### src/rtl/arb_pkg.sv
// Shared types and the rotating-priority search for the 16-way round-robin arbiter.
package arb_pkg;

  localparam int N_REQ = 16;
  localparam int IDX_W = 4;

  typedef enum logic {
    IDLE  = 1'b0,
    GRANT = 1'b1
  } arb_state_t;

  // Walk offsets from the far end back to zero so the nearest set bit at or after ptr wins.
  function automatic logic [IDX_W-1:0] rr_pick(input logic [N_REQ-1:0] req_vec,
                                               input logic [IDX_W-1:0] ptr);
    logic [IDX_W-1:0] idx;
    logic [IDX_W-1:0] pick;
    pick = ptr;
    for (int i = N_REQ - 1; i >= 0; i--) begin
      idx = ptr + IDX_W'(i);
      if (req_vec[idx]) pick = idx;
    end
    return pick;
  endfunction

endpackage

### src/rtl/decoder_4_16.sv
// 4-to-16 one-hot decoder with an enable; all-zero output when disabled.
module decoder_4_16
  import arb_pkg::*;
(
  input  logic [IDX_W-1:0] idx_i,
  input  logic             en_i,
  output logic [N_REQ-1:0] dec_o
);

  genvar gi;
  generate
    for (gi = 0; gi < N_REQ; gi++) begin : g_dec
      assign dec_o[gi] = en_i && (idx_i == IDX_W'(gi));
    end
  endgenerate

endmodule

### src/rtl/rr_arbiter_16.sv
// Round-robin arbiter for 16 requesters with a per-winner hold timeout.
// Grant is held until done, requester withdrawal, or MAX_HOLD cycles elapse.
module rr_arbiter_16
  import arb_pkg::*;
#(
  parameter int unsigned MAX_HOLD = 8
) (
  input  logic             clk,
  input  logic             rst,
  input  logic [N_REQ-1:0] req,
  input  logic             done,
  output logic [N_REQ-1:0] gnt,
  output logic [IDX_W-1:0] gnt_idx,
  output logic             gnt_valid,
  output logic             timeout
);

  localparam logic       HOLD_EN   = (MAX_HOLD != 0);
  localparam logic [7:0] HOLD_LAST = (MAX_HOLD == 0) ? 8'd0 : 8'(MAX_HOLD - 1);

  arb_state_t       state_q, state_d;
  logic [IDX_W-1:0] ptr_q, ptr_d;
  logic [7:0]       hold_cnt_q, hold_cnt_d;
  logic [IDX_W-1:0] gnt_idx_q, gnt_idx_d;
  logic             gnt_valid_q, gnt_valid_d;
  logic             timeout_q, timeout_d;

  logic rel_done, rel_wd, rel_to;

  always_ff @(posedge clk or posedge rst) begin
    if (rst) begin
      state_q     <= IDLE;
      ptr_q       <= '0;
      hold_cnt_q  <= '0;
      gnt_idx_q   <= '0;
      gnt_valid_q <= 1'b0;
      timeout_q   <= 1'b0;
    end else begin
      state_q     <= state_d;
      ptr_q       <= ptr_d;
      hold_cnt_q  <= hold_cnt_d;
      gnt_idx_q   <= gnt_idx_d;
      gnt_valid_q <= gnt_valid_d;
      timeout_q   <= timeout_d;
    end
  end

  assign rel_done = done;
  assign rel_wd   = !req[gnt_idx_q];
  assign rel_to   = HOLD_EN && (hold_cnt_q == HOLD_LAST);

  always_comb begin
    state_d     = state_q;
    ptr_d       = ptr_q;
    hold_cnt_d  = hold_cnt_q;
    gnt_idx_d   = gnt_idx_q;
    gnt_valid_d = gnt_valid_q;
    timeout_d   = 1'b0;
    case (state_q)
      IDLE: begin
        if (req != '0) begin
          gnt_idx_d   = rr_pick(req, ptr_q);
          gnt_valid_d = 1'b1;
          hold_cnt_d  = '0;
          state_d     = GRANT;
        end
      end
      GRANT: begin
        hold_cnt_d = hold_cnt_q + 8'd1;
        if (rel_done || rel_wd || rel_to) begin
          // Winner drops to lowest priority for the next round.
          ptr_d       = gnt_idx_q + IDX_W'(1);
          gnt_valid_d = 1'b0;
          state_d     = IDLE;
          timeout_d   = rel_to && !rel_done && !rel_wd;
        end
      end
      default: state_d = IDLE;
    endcase
  end

  always_comb begin
    gnt_idx   = gnt_idx_q;
    gnt_valid = gnt_valid_q;
    timeout   = timeout_q;
  end

  decoder_4_16 u_dec (
    .idx_i (gnt_idx_q),
    .en_i  (gnt_valid_q),
    .dec_o (gnt)
  );

endmodule

### config.mk
export PLATFORM = sky130hd
export DESIGN_NAME = rr_arbiter_16
export DESIGN_NICKNAME = d
export VERILOG_FILES = /design/src/rtl/arb_pkg.sv /design/src/rtl/decoder_4_16.sv /design/src/rtl/rr_arbiter_16.sv
export SDC_FILE = /design/constraint.sdc
export NUM_CORES = 1
export LEC_CHECK = 0
export ABC_AREA = 0
export CORE_MARGIN = 2
export CORE_UTILIZATION = 40
export DETAILED_ROUTE_END_ITERATION = 6
export DONT_BUFFER_PORTS = 1
export SYNTH_ARGS = -nofsm -noshare
export SYNTH_HDL_FRONTEND = slang
export SYNTH_SLANG_ARGS = --single-unit
### constraint.sdc
create_clock -name clk -period 5.3 [get_ports clk]
set_input_delay 0.265 -clock clk [delete_from_list [all_inputs] [get_ports clk]]
set_output_delay 0.265 -clock clk [all_outputs]
set_load 0.05 [all_outputs]
==> impl_metrics.json, run 1 <==
{
  "synth_compound_area_frac": 0.179,
  "fmax_ghz": 0.252,
  "synthSimpleGateAreaFrac": 0.186,
  "clock-sinks": 19,
  "synthTopCellsByCount": "nand2_1 (44), nor2_1 (41), mux4_2 (34), a21oi_1 (28), o21ai_0 (27)",
  "area_growth_pct": 3.29,
  "slew_viol_final": 0,
  "fillCellCount": 823,
  "die-width_um": 96.5,
  "crit_arrival_ns": 4.10,
  "tightest_slew_ns": 0.954,
  "tns_ns": 0,
  "yosys-top-cells-area": "mux4_2 (22%), dfrtp_1 (14%), mux2i_1 (5.3%)",
  "grtUsageTotal": 0.226,
  "async_flop_share": 1.00,
  "gp_congestion": 0.945,
  "final_nets": 409,
  "rows": 33,
  "ctsHoldBuffers": 0,
  "cp_max_fo": 16,
  "vias": 3211,
  "hold_viol": 0,
  "crit_path_top_delay_cell": "dfrtp_1",
  "cts.path.max_buffers": 2,
  "cts-buffers-inserted": 3,
  "utilization": 0.428,
  "yosys.cell_count.top_type": "nand2_1",
  "synth_seq_area_share": 0.139,
  "cts_tree": "done",
  "wl_um": 10000,
  "drive_above_1_share": 0.196,
  "cap_violations": 0,
  "rsz0062_at_grt": "false",
  "synth_cells": 388,
  "core_mm2": 0.00826,
  "grt_overflow": 0,
  "yosysUniqueCellTypes": 60,
  "criticalPathCategory": "flop to flop",
  "ys.flop_type": "dfrtp_1",
  "syn-cell-area_mm2": 0.00342,
  "setup_slack_ns": 1.33,
  "drt_iter0_drc": 217,
  "avgSynthCellArea_um2": 8.82,
  "synth-xor-area-share": 0.0402,
  "io_buffers": 0,
  "synth_fp_nets": 419,
  "wl_per_cell_um": 20.8,
  "dp_hpwl_um": 7730,
  "drc": 0,
  "synth_top_family_by_area": "multiplexers",
  "diodes": 0,
  "synthMuxAreaShare": 0.361,
  "worstPathRequired_ns": 5.43,
  "setup_viol_count_final": 0,
  "status": "completed",
  "netlist.area_leader.share": 0.224,
  "ctsHtreeMaxLevel": 1,
  "ys_ff_latch": 19,
  "maxSlewHeadroom": 0.364,
  "routed_via_density": 6.66,
  "ios": 41,
  "critPathBufInv": 2,
  "antenna_found_initial": 0,
  "ant_nets": 0,
  "cp-end-kind": "flop",
  "die_y_um": 96.5,
  "cts_root_buf": "clkbuf_8",
  "drtPass1Iterations": 4,
  "crit_family": "multiplexers",
  "crit_chain": "inv_1 > ha_1 > clkinv_1 > mux4_2 > mux2i_4 > nor2_1 > or4_1 > a41oi_1 > a311o_1 > a221oi_2",
  "post-place-ws_ns": 1.36,
  "startpoint_type": "flop",
  "grt_max_degree": 30,
  "initial_utilization": 0.414,
  "worst_hold_path_type": "input port to asynchronous set/reset pin",
  "clk_latency_ns": 0.26,
  "cts_setup_buffers": 0,
  "yosysWarnings": 0,
  "synth-edff-count": 0,
  "synthAdderAreaFrac": 0.0439,
  "fin_crit_sh": 0.749,
  "cts_resized": 0,
  "clkSlewWorstSetupHoldPaths_ns": 0.08,
  "finalCriticalPeriod_ns": 3.97,
  "grt_pass1_wl_um": 16200,
  "grt_pass1_vias": 3058,
  "synth_area_leader_cell": "mux4_2",
  "cpPeakStageDelay_ns": 0.81,
  "dieArea_mm2": 0.00931,
  "finClkSkew_ns": 0.00610
}
==> metrics by stage <==
stage	instances	hold slack (ns)	instance area, um^2
5_1_grt	482	0.0715	3530
3_3_place_gp	478	0.331	3490
4_1_cts	482	0.0413	3530
3_5_place_dp	478	0.323	3490
2_1_floorplan	388	0.216	3420
6_report	482	0.00694	3530
==> final cells by class <==
class | count | area (um^2) | share of cell area
tap | 105 | 131 | 0.0372
multi-input combinational | 331 | 2770 | 0.784
timing repair buffer | 6 | 45.0 | 0.0127
clock inverter | 1 | 5.00 | 0.00142
inverter | 17 | 63.8 | 0.0181
sequential | 19 | 475 | 0.135
clock buffer | 3 | 41.3 | 0.0117
==> cells by family (layout without fill, tap and decap cells) <==
family,Yosys count,count (layout)
AO/OA/AOI/OAI,95,95
XOR/XNOR,14,14
adder cells (fa/ha/maj),12,12
buffers and inverters,38,27
flip-flops,19,19
multiplexers,74,74
AND/OR/NAND/NOR,136,136
==> registers in the layout, indices dropped and copies added (netlist names) <==
name / flops
hold_cnt_q: 8
state_q: 1
gnt_valid: 1
ptr_q: 4
gnt_idx: 4
timeout: 1
==> routing by layer <==
layer	routed length [um]	track usage	vias to the layer above
met3	719	0.0341	27
met5	0	0	-
met2	4540	0.347	150
li1	-	-	1468
met4	371	0.0775	0
met1	4400	0.326	1566
==> cell usage in the layout (no fill, tap or decap), types with 4 or more instances in the layout <==
master | netlist | routed
nand2_1 | 44 | 44
nor2_1 | 41 | 41
mux4_2 | 34 | 34
a21oi_1 | 28 | 28
o21ai_0 | 27 | 27
dfrtp_1 | 19 | 19
mux2i_1 | 18 | 18
mux2_2 | 15 | 15
inv_1 | 13 | 13
ha_1 | 12 | 12
xnor2_1 | 8 | 8
nand4_1 | 7 | 7
nor3_1 | 7 | 7
nor4_1 | 6 | 6
nand3_1 | 6 | 6
buf_4 | 2 | 6
mux2_4 | 5 | 5
o31ai_1 | 5 | 5
o211ai_1 | 5 | 5
nand2b_1 | 5 | 5
nor2b_1 | 5 | 5
xor2_1 | 4 | 4
==> worst paths after layout <==
check,startpoint,to,slack (ns),cells after the start
worst min register to register,hold_cnt_q[7],hold_cnt_q[7],0.49,1
worst max-delay path,ptr_q[2],gnt_idx[1],1.33,10
worst max register to register,ptr_q[2],gnt_idx[1],1.33,10
min in group clk,done,timeout,0.21,2
worst min-delay path,rst,timeout,0.007,1
max in group asynchronous,rst,ptr_q[0],4.83,1
Power of run 1 is not shown: default switching activity piles up to over one toggle a cycle in this logic, so the estimate is an artifact.
==> run 2: changes to the inputs <==
clock period = 3.93 ns   (was 5.3 ns; I/O delays follow)
==> run 2 against run 1 <==
  * The run now ends with hold timing left
  * Critical endpoint is now gnt_idx[2]
  * Critical path depth up 1
  * Largest cell class unchanged
  * Maximum frequency up 8.3%
  * First-iteration DRC count up 56%
  * Die area unchanged
  * Flip-flop and latch count unchanged
  * Hold slack worse by 0.046 ns
==> impl_metrics.json, run 2 (synthesis results as in run 1) <==
{
  "status": "finished with violations",
  "violations": "hold timing",
  "antenna_found_initial": 0,
  "die-width_um": 96.5,
  "ctsHtreeMaxLevel": 1,
  "area_growth_pct": 4.39,
  "cts_setup_buffers": 0,
  "cp-end-kind": "flop",
  "layout_commonest_cell": "nand2_1",
  "grt_pass1_vias": 3060,
  "largest_reg_flops": 8,
  "ctsHoldBuffers": 0,
  "cts_tree": "done",
  "final_cell_mix": "nand2_1 (44), nor2_1 (41), mux4_2 (34)",
  "clkSlewWorstSetupHoldPaths_ns": 0.08,
  "io_buffers": 0,
  "criticalPathCategory": "flop to flop",
  "clock-sinks": 19,
  "dieArea_mm2": 0.00931,
  "grt_max_degree": 27,
  "clk_latency_ns": 0.27,
  "hold_viol": 19,
  "cap_violations": 0,
  "cp_max_fo": 10,
  "initial_utilization": 0.414,
  "fmax_ghz": 0.273,
  "worstPathRequired_ns": 4.07,
  "ios": 41,
  "cts_resized": 0,
  "setup_viol_count_final": 0,
  "diodes": 0,
  "rows": 33,
  "tns_ns": 0,
  "gp_congestion": 0.945,
  "grt_overflow": 0,
  "startpoint_type": "flop",
  "wl_per_cell_um": 22.3,
  "ant_nets": 0,
  "tightest_slew_ns": 0.945,
  "cts_root_buf": "clkbuf_8",
  "fin_crit_sh": 0.933,
  "rsz0062_at_grt": "false",
  "cts-buffers-inserted": 3,
  "grtUsageTotal": 0.243,
  "routed_via_density": 6.82,
  "crit_arrival_ns": 3.81,
  "drive_above_1_share": 0.207,
  "cts.path.max_buffers": 2,
  "drc": 0,
  "finClkSkew_ns": 0.00768,
  "vias": 3319,
  "final_nets": 414,
  "grt_pass1_wl_um": 17100,
  "top_register": "hold_cnt_q",
  "drtPass1Iterations": 5,
  "worst_hold_path_type": "input port to asynchronous set/reset pin",
  "finalCriticalPeriod_ns": 3.67,
  "wl_um": 10900,
  "fillCellCount": 824,
  "drt_iter0_drc": 338,
  "core_mm2": 0.00826,
  "slew_viol_final": 0,
  "maxSlewHeadroom": 0.370,
  "holdWs_ns": -0.0388,
  "dp_hpwl_um": 8300,
  "die_y_um": 96.5
}
==> run 2: worst paths after layout <==
check / startpoint / to / slack (ns) / cells past startpoint
max reg2reg: ptr_q[0] / gnt_idx[2] / 0.26 / 11
min: rst / gnt_valid / -0.04 / 1
max in group asynchronous: rst / ptr_q[2] / 3.47 / 1
max: ptr_q[0] / gnt_idx[2] / 0.26 / 11
min reg2reg: hold_cnt_q[7] / hold_cnt_q[7] / 0.51 / 1
min in group clk: done / timeout / 0.14 / 2
==> run 2: cell type report <==
| type | instances | area (um^2) | area share |
|---|---|---|---|
| multi-input combinational | 331 | 2770 | 0.776 |
| sequential | 19 | 475 | 0.133 |
| tap | 105 | 131 | 0.0368 |
| timing repair buffer | 11 | 82.6 | 0.0231 |
| inverter | 17 | 63.8 | 0.0179 |
| clock buffer | 3 | 41.3 | 0.0116 |
| clock inverter | 1 | 5.00 | 0.00140 |
==> run 2: worst max-delay path, cell delays in order, from the launching register on <==
cell,delay [ns]
dfrtp_1,0.44
inv_2,0.15
ha_1,0.58
buf_4,0.25
mux4_2,0.36
mux2_2,0.34
mux2i_4,0.29
mux2i_1,0.13
a211oi_1,0.38
a21oi_1,0.16
a2111oi_1,0.38
a311oi_1,0.09
==> run 2: layer usage <==
metal	part of all wire	routed length (um)	vias up	global-route usage
met3	0.11	1240	30	0.0427
met1	0.40	4350	1600	0.356
li1	-	-	1479	-
met2	0.46	4980	210	0.362
met4	0.029	320	0	0.0857
met5	0	0	-	0
==> run 2: through the flow <==
stage	utilization	cells	cell area (um^2)	setup slack, ns
floorplan	-	388	3420	0.544
global placement	0.427	483	3530	0.372
detailed placement	0.427	483	3530	0.389
CTS	0.433	487	3570	0.354
global route	0.433	487	3570	0.0532
finish	0.433	487	3570	0.265
Power of run 2 is left out for the same reason.
